===== config.mk =====
export PLATFORM = sky130hd
export DESIGN_NAME = barrelshifter_left_seq32
export DESIGN_NICKNAME = d
export VERILOG_FILES = /design/src/rtl/barrelshifter_left_seq32.sv
export SDC_FILE = /design/constraint.sdc
export NUM_CORES = 1
export LEC_CHECK = 0
export BUFFER_PORTS_ARGS = -buffer_cell sky130_fd_sc_hd__buf_2
export CAP_MARGIN = 20
export CORE_MARGIN = 2
export CORE_UTILIZATION = 30
export DETAILED_ROUTE_END_ITERATION = 6
export GPL_ROUTABILITY_DRIVEN = 0
export PLACE_DENSITY = 0.57
export SYNTH_ARGS = -nofsm -noshare
export SYNTH_HDL_FRONTEND = slang
export SYNTH_SLANG_ARGS = --single-unit
export TNS_END_PERCENT = 50

===== constraint.sdc =====
create_clock -name clk -period 2.42 [get_ports clk]
set_clock_uncertainty 0.1 [all_clocks]
set_input_delay 0.484 -clock clk [delete_from_list [all_inputs] [get_ports clk]]
set_output_delay 0.484 -clock clk [all_outputs]
set_load 0.1 [all_outputs]

===== src/rtl/barrelshifter_left_seq32.sv =====
// -----------------------------------------------------------------------------
// barrelshifter_left_seq32
//
// Multi-cycle logical left shifter. This is the left-direction partner of the
// datapath's right barrel shifter, and it serves SLL/SLLV and left-fill
// operations.
//
// How it works:
//   - One bit of the shift amount is resolved per cycle. Stage k shifts by 2^k
//     when amt[k] is set.
//   - The vacated LSBs take the captured make_up fill bit.
//   - Latency is fixed at SHAMT_W shift cycles plus a one-cycle DONE state,
//     whatever the shift amount.
//
// Optional feature (macro SHL_ROTATE_EN):
//   - When defined, rotate=1 turns each stage into a rotate-left. The bits that
//     leave the top re-enter at the bottom, and make_up is ignored.
//   - When undefined, the rotate port is accepted but has no effect, and no
//     rotate logic is built.
//
// Ports:
//   clk      in   1        rising-edge clock
//   rst_n    in   1        asynchronous active-low reset
//   start    in   1        request; accepted only in IDLE or DONE
//   a        in   WIDTH    operand, sampled on accept
//   shift    in   SHAMT_W  left-shift amount, sampled on accept
//   make_up  in   1        fill bit for vacated LSBs, sampled on accept
//   rotate   in   1        rotate-left select (SHL_ROTATE_EN builds only)
//   busy     out  1        high while shifting
//   done     out  1        one-cycle pulse; out is valid from this cycle
//   out      out  WIDTH    result; holds until the next operation completes
// -----------------------------------------------------------------------------
module barrelshifter_left_seq32 #(
   parameter int WIDTH   = 32,
   parameter int SHAMT_W = $clog2(WIDTH)
) (
   input  logic               clk,
   input  logic               rst_n,
   input  logic               start,
   input  logic [WIDTH-1:0]   a,
   input  logic [SHAMT_W-1:0] shift,
   input  logic               make_up,
   input  logic               rotate,
   output logic               busy,
   output logic               done,
   output logic [WIDTH-1:0]   out
);

   typedef enum logic [1:0] {
      S_IDLE  = 2'd0,
      S_SHIFT = 2'd1,
      S_DONE  = 2'd2
   } state_t;

   state_t             state_q, state_d;
   logic [WIDTH-1:0]   acc_q, acc_d;
   logic [WIDTH-1:0]   out_q, out_d;
   logic [SHAMT_W-1:0] amt_q, amt_d;
   logic [SHAMT_W-1:0] k_q, k_d;
   logic               fill_q, fill_d;

   logic               accept;
   logic               last_stage;
   logic [WIDTH-1:0]   stage_res [SHAMT_W];
   logic [WIDTH-1:0]   stage_sel;

   // A new request is taken whenever no shift is in progress, including the
   // DONE cycle, so back-to-back operations issue every SHAMT_W+1 cycles.
   assign accept     = start && (state_q != S_SHIFT);
   assign last_stage = (k_q == SHAMT_W'(SHAMT_W - 1));

`ifdef SHL_ROTATE_EN
   logic rot_q, rot_d;
`else
   // The rotate input is kept for port compatibility only.
   logic unused_rotate;
   assign unused_rotate = rotate;
`endif

   // Every stage candidate is built in parallel. Only the one selected by k_q
   // is committed each cycle.
   for (genvar gi = 0; gi < SHAMT_W; gi++) begin : g_stage
      localparam int STEP = 1 << gi;
      logic [STEP-1:0] low_bits;
`ifdef SHL_ROTATE_EN
      assign low_bits = rot_q ? acc_q[WIDTH-1 -: STEP] : {STEP{fill_q}};
`else
      assign low_bits = {STEP{fill_q}};
`endif
      assign stage_res[gi] = amt_q[gi] ? {acc_q[WIDTH-1-STEP:0], low_bits} : acc_q;
   end

   always_comb begin
      stage_sel = acc_q;
      for (int i = 0; i < SHAMT_W; i++) begin
         if (k_q == SHAMT_W'(i)) begin
            stage_sel = stage_res[i];
         end
      end
   end

   // ---------------- FSM: state register ----------------
   always_ff @(posedge clk or negedge rst_n) begin
      if (!rst_n) begin
         state_q <= S_IDLE;
      end else begin
         state_q <= state_d;
      end
   end

   // ---------------- FSM: next-state logic ----------------
   always_comb begin
      state_d = state_q;
      case (state_q)
         S_IDLE:  state_d = start ? S_SHIFT : S_IDLE;
         S_SHIFT: state_d = last_stage ? S_DONE : S_SHIFT;
         S_DONE:  state_d = start ? S_SHIFT : S_IDLE;
         default: state_d = S_IDLE;
      endcase
   end

   // ---------------- FSM: outputs ----------------
   always_comb begin
      busy = (state_q == S_SHIFT);
      done = (state_q == S_DONE);
      out  = out_q;
   end

   // ---------------- Datapath next-state ----------------
   always_comb begin
      acc_d  = acc_q;
      amt_d  = amt_q;
      fill_d = fill_q;
      k_d    = k_q;
      out_d  = out_q;
`ifdef SHL_ROTATE_EN
      rot_d  = rot_q;
`endif
      if (accept) begin
         acc_d  = a;
         amt_d  = shift;
         fill_d = make_up;
         k_d    = '0;
`ifdef SHL_ROTATE_EN
         rot_d  = rotate;
`endif
      end else if (state_q == S_SHIFT) begin
         acc_d = stage_sel;
         k_d   = last_stage ? '0 : k_q + 1'b1;
         // out changes only here, so it stays stable through IDLE/DONE and
         // throughout the next operation.
         if (last_stage) begin
            out_d = stage_sel;
         end
      end
   end

   // ---------------- Datapath registers ----------------
   always_ff @(posedge clk or negedge rst_n) begin
      if (!rst_n) begin
         acc_q  <= '0;
         amt_q  <= '0;
         fill_q <= 1'b0;
         k_q    <= '0;
         out_q  <= '0;
`ifdef SHL_ROTATE_EN
         rot_q  <= 1'b0;
`endif
      end else begin
         acc_q  <= acc_d;
         amt_q  <= amt_d;
         fill_q <= fill_d;
         k_q    <= k_d;
         out_q  <= out_d;
`ifdef SHL_ROTATE_EN
         rot_q  <= rot_d;
`endif
      end
   end

endmodule


---- Yosys cells after proc, flatten, opt, wreduce, memory -nomap -nowiden ----
Index checks and enable logic that the tools add are counted.
cells by class
  equal/unequal tests ..................... 7
  muxes and demuxes ....................... 18
  reduce and logical (&&, ||, !) cells .... 6
  bitwise operators ....................... 1
  add/subtract/negate cells ............... 1
operators by type and width
  kind                 number
  $mux 32              12
  $mux 5               3
  $eq 5x2->1 const B   2
  $add 5x1->5 const B  1
  $eq 5x1->1 const B   1
  $eq 5x3->1 const B   1
  $logic_not 5->1      1
  $pmux 2 s2           1
  $reduce_and 3->1     1
  $eq 2x1->1 const B   1
  $eq 2x2->1 const B   1
  $logic_not 2->1      1
  $mux 2               1
  $ne 2x1->1 const B   1
  $reduce_bool 2->1    1
  $reduce_or 2->1      1
  $logic_and 1x1->1    1
  $mux 1               1
  $not 1->1            1
word-level totals
  output and inout bits ................... 34
  word-level logic and storage cells ...... 39
  register bits ........................... 77

---- Logic depth before layout (Yosys ltp) ----
  word-level depth ........................ 8
  gate-level depth with buffers ........... 9
  mapped depth without buffers ............ 7

---- Worst setup path after synthesis ----
OpenSTA, ideal clock, no wires.
  kind .................................... register to output
  from .................................... register state_q[0]
  to ...................................... output done
  buffers on the path ..................... 0
  data required time ...................... 1.836 ns
  arrival ................................. 1.714 ns
  path slack .............................. 0.122 ns
  cell stages (with the launch flop) ...... 2
  cell sequence ........................... dfrtp_1 nor2b_1
between the ends
  cells in the longest elaborated chain, start to end .. 1
ends and longest elaborated chain
  element                 line  source
  from (decl)             55    state_t state_q, state_d;
  from (signal assigned)  107   state_q <= state_d;
  $eq 2x2->1              125   done = (state_q == S_DONE);
  to (decl)               45    output logic done,
No other way between the ends.

---- Final worst setup path ----
  from .................................... register k_q[3]
  to ...................................... register acc_q[23]
between the ends
  cells in the longest elaborated chain, start to end .. 8
  elaborated cells between the ends (all ways) .. 12
ends and longest elaborated chain
  element                 line  source
  from (decl)             59    logic [SHAMT_W-1:0] k_q, k_d;
  from (signal assigned)  173   k_q <= k_d;
  $logic_not 5->1         96    if (k_q == SHAMT_W'(i)) begin
  $mux 32 (4 in a row)    96
  $mux 32 *               96
  $mux 32 *               147   end else if (state_q == S_SHIFT) begin
  $mux 32 *               139   if (accept) begin
  to (signal assigned)    161   acc_q <= '0;
  to (signal assigned)    170   acc_q <= acc_d;
  to (decl)               56    logic [WIDTH-1:0] acc_q, acc_d;
Every way passes the cells marked *; elsewhere a longest branch is shown, timed or not. The select of a mux whose other input is x is not followed.
A chain may end at the register's enable or synchronous reset.

==> impl_results.md <==
* CP peak stage delay at 0.54 ns
* Worst Setup Path Type: reg -> reg
* CP Data Required Time at around 2.6 ns
* Fill count at ~1,900
* Fin nets at approximately 720
* RSZ-0062 raised after global routing: no
* H-tree depth at 3
* Residual DRC count at 0
* First-pass GRT wire length at about 29 mm
* Number of global-route vias before repair at a little over 5,000
* Clock-pin slew on the worst setup and hold paths at 0.06 ns
* Initial antenna violation count at 0
* DP Wirelength at ~13 mm
* Iteration count of the initial detailed-routing pass at 6
* Drt total wl at 18.3 mm
* GRT Util Overall at between 10% and 20%
* Setup total negative slack at 0 ns
* Worst Path Buf+Inv at 0
* R2R Setup Slk at roughly 0.13 ns
* Largest net degree at the start of global routing at 38
* Fin. max-slew vios at 0
* # rows at 49
* Die W at 139 um
* Synth Register Bits at 77
* CTS sink count at 77
* Commonest non-fill, non-tap cells in the layout: mux2i_1 (86), dfrtp_1 (76), buf_2 (73), nand2_1 (55), o21ai_0 (46)
* Worst Hold Class: in -> async
* Post-synth EDFFs at 0
* Setup Fix Bufs, Post-CTS at 0
* Top_reg_cell synth: dfrtp_1
* CP cell instances: or3_1, or3_4, o22ai_1, o21ai_1, a221o_1
* Via/cell ratio at 5.73
* Syn Area/Cell at roughly 8.6 um^2
* Avg WL per Cell at 20.1 um
* Ant diodes at 0
* Asr flop ratio synth at between 90% and 100%
* CTS resizes at 0
* Post-Layout Cell Count at 911
* Synth Instances at around 640
* Dpl cells at 895
* Crit end category: flip-flop
* Share of cells above drive strength 1 at 21.7%
* Part of the Yosys area used for sequential elements at 35.1%
* Antenna-violating nets left at 0
* CTS Buffer Depth at 2
* Crit path max fanout at 23
* Crit path time final at 2.29 ns
* Vert. Die Dim at 139 um
* Setup crit start kind: flip-flop
* Final-report setup violation count at 0
* Remaining global-route overflow at 0
* Drt initial violations at 584
* Hold Buf Count CTS at 0
* Core Region at 18,000 um^2
* CTS root buf: clkbuf_16
* CP top delay family: simple AND/OR/NAND/NOR gates
* Synthesized cell area at about 5500 um^2
* Area Growth Syn to Fin at 19.2%
* Buffers on Ports at 74
* Rel. slew slack at between 50% and 60%
* Post-Syn Nets at 683
* CTS buffer count at 9
* Final period utilization at between 90% and 100%
* Max-Cap Viols at 0
* Most common cell after layout, fill and taps aside: mux2i_1
* TritonCTS clock tree: built
* Via count at 5,224
* Final Hold Viols at 0
* Synth cell types at 50
* CP max-delay cell: or3_4
* I/O Pins at 76
* Skew-Pair Late Insertion Delay at 0.35 ns
* Initial Util at 30.6%
* Max Clock Freq at 437 MHz
* Status: finished, final reports clean
* Yosys warnings at 0
* Worst slew pin tran at 0.608 ns
* Critical Path AT at 2.42 ns
* Die outline area at 19,400 um^2
## final timing paths
kind                       startpoint          to  cells past startpoint
min in group clk             shift[4]    amt_q[4]                      2
max in group asynchronous       rst_n      k_q[0]                      2
hold reg to reg                out[0]      out[0]                      1
setup / recovery               k_q[3]   acc_q[23]                      5
setup reg to reg               k_q[3]   acc_q[23]                      5
hold / removal                  rst_n  state_q[1]                      1
## logic make-up after synthesis
group	Yosys count	share of synthesized area [%]
compound gates	223	27.5
simple gates	134	10.9
buf+inv	100	7.32
mux	98	18.1
flops	77	35.1
fa+ha+maj	4	0.912
xor+xnor	1	0.160
## synth_stat cells (2+ instances only)
cell type,number,share of area [%]
o21a_1,2,0.27
nand2_1,57,3.9
nor3_1,9,0.82
a21oi_1,36,3.3
a211oi_1,5,0.68
mux2_2,12,2.5
dfrtp_1,77,35
inv_1,16,1.1
o21ai_0,47,4.3
and2_1,3,0.34
a221o_1,4,0.73
o221ai_1,17,2.7
and3_1,3,0.34
o31ai_1,7,0.96
a221oi_1,20,3.2
o21ai_1,2,0.18
o2bb2ai_1,2,0.32
nand3_1,4,0.36
buf_2,9,0.82
clkbuf_1,62,4.2
a21o_1,24,3.3
buf_1,10,0.68
mux2i_1,86,16
nor2_1,43,2.9
buf_6,2,0.41
ha_1,4,0.91
nand2b_1,4,0.46
o22ai_1,39,4.4
o211a_1,10,1.8
## layer usage
metal,up-vias,share of wire (%),global-route usage [%]
met5,-,0,0
met3,29,7.3,3.37
met2,233,44,28.5
met4,0,1.9,6.01
met1,2526,46,27.3
li1,2436,-,-
## flip-flops by register name, indices dropped and copies added, names as in the netlist
register  cells
out          32
acc_q        32
k_q           5
amt_q         5
state_q       2
fill_q        1
## stage by stage
stage | hold slack, ns | area (um^2) | utilization (%) | worst slack (ns)
detailed placement | 0.360 | 6180 | 34.4 | 0.139
floorplan | 0.0884 | 5490 | - | 0.122
global route | 0.0358 | 6550 | 36.4 | 0.00151
global placement | 0.357 | 6180 | 34.4 | 0.159
finish | 0.00951 | 6550 | 36.4 | 0.132
CTS | 0.0198 | 6530 | 36.3 | 0.116
## cell type report
type / instances / area [um^2] / share of cell area, %
multi-input combinational: 460 / 3190 / 48.8
sequential: 77 / 1930 / 29.5
timing repair buffer: 112 / 724 / 11.1
tap: 229 / 287 / 4.38
clock buffer: 9 / 225 / 3.44
clock inverter: 7 / 123 / 1.87
inverter: 17 / 63.8 / 0.975
Power is not shown: default switching activity piles up to over one toggle a cycle in this logic, so the estimate is an artifact.
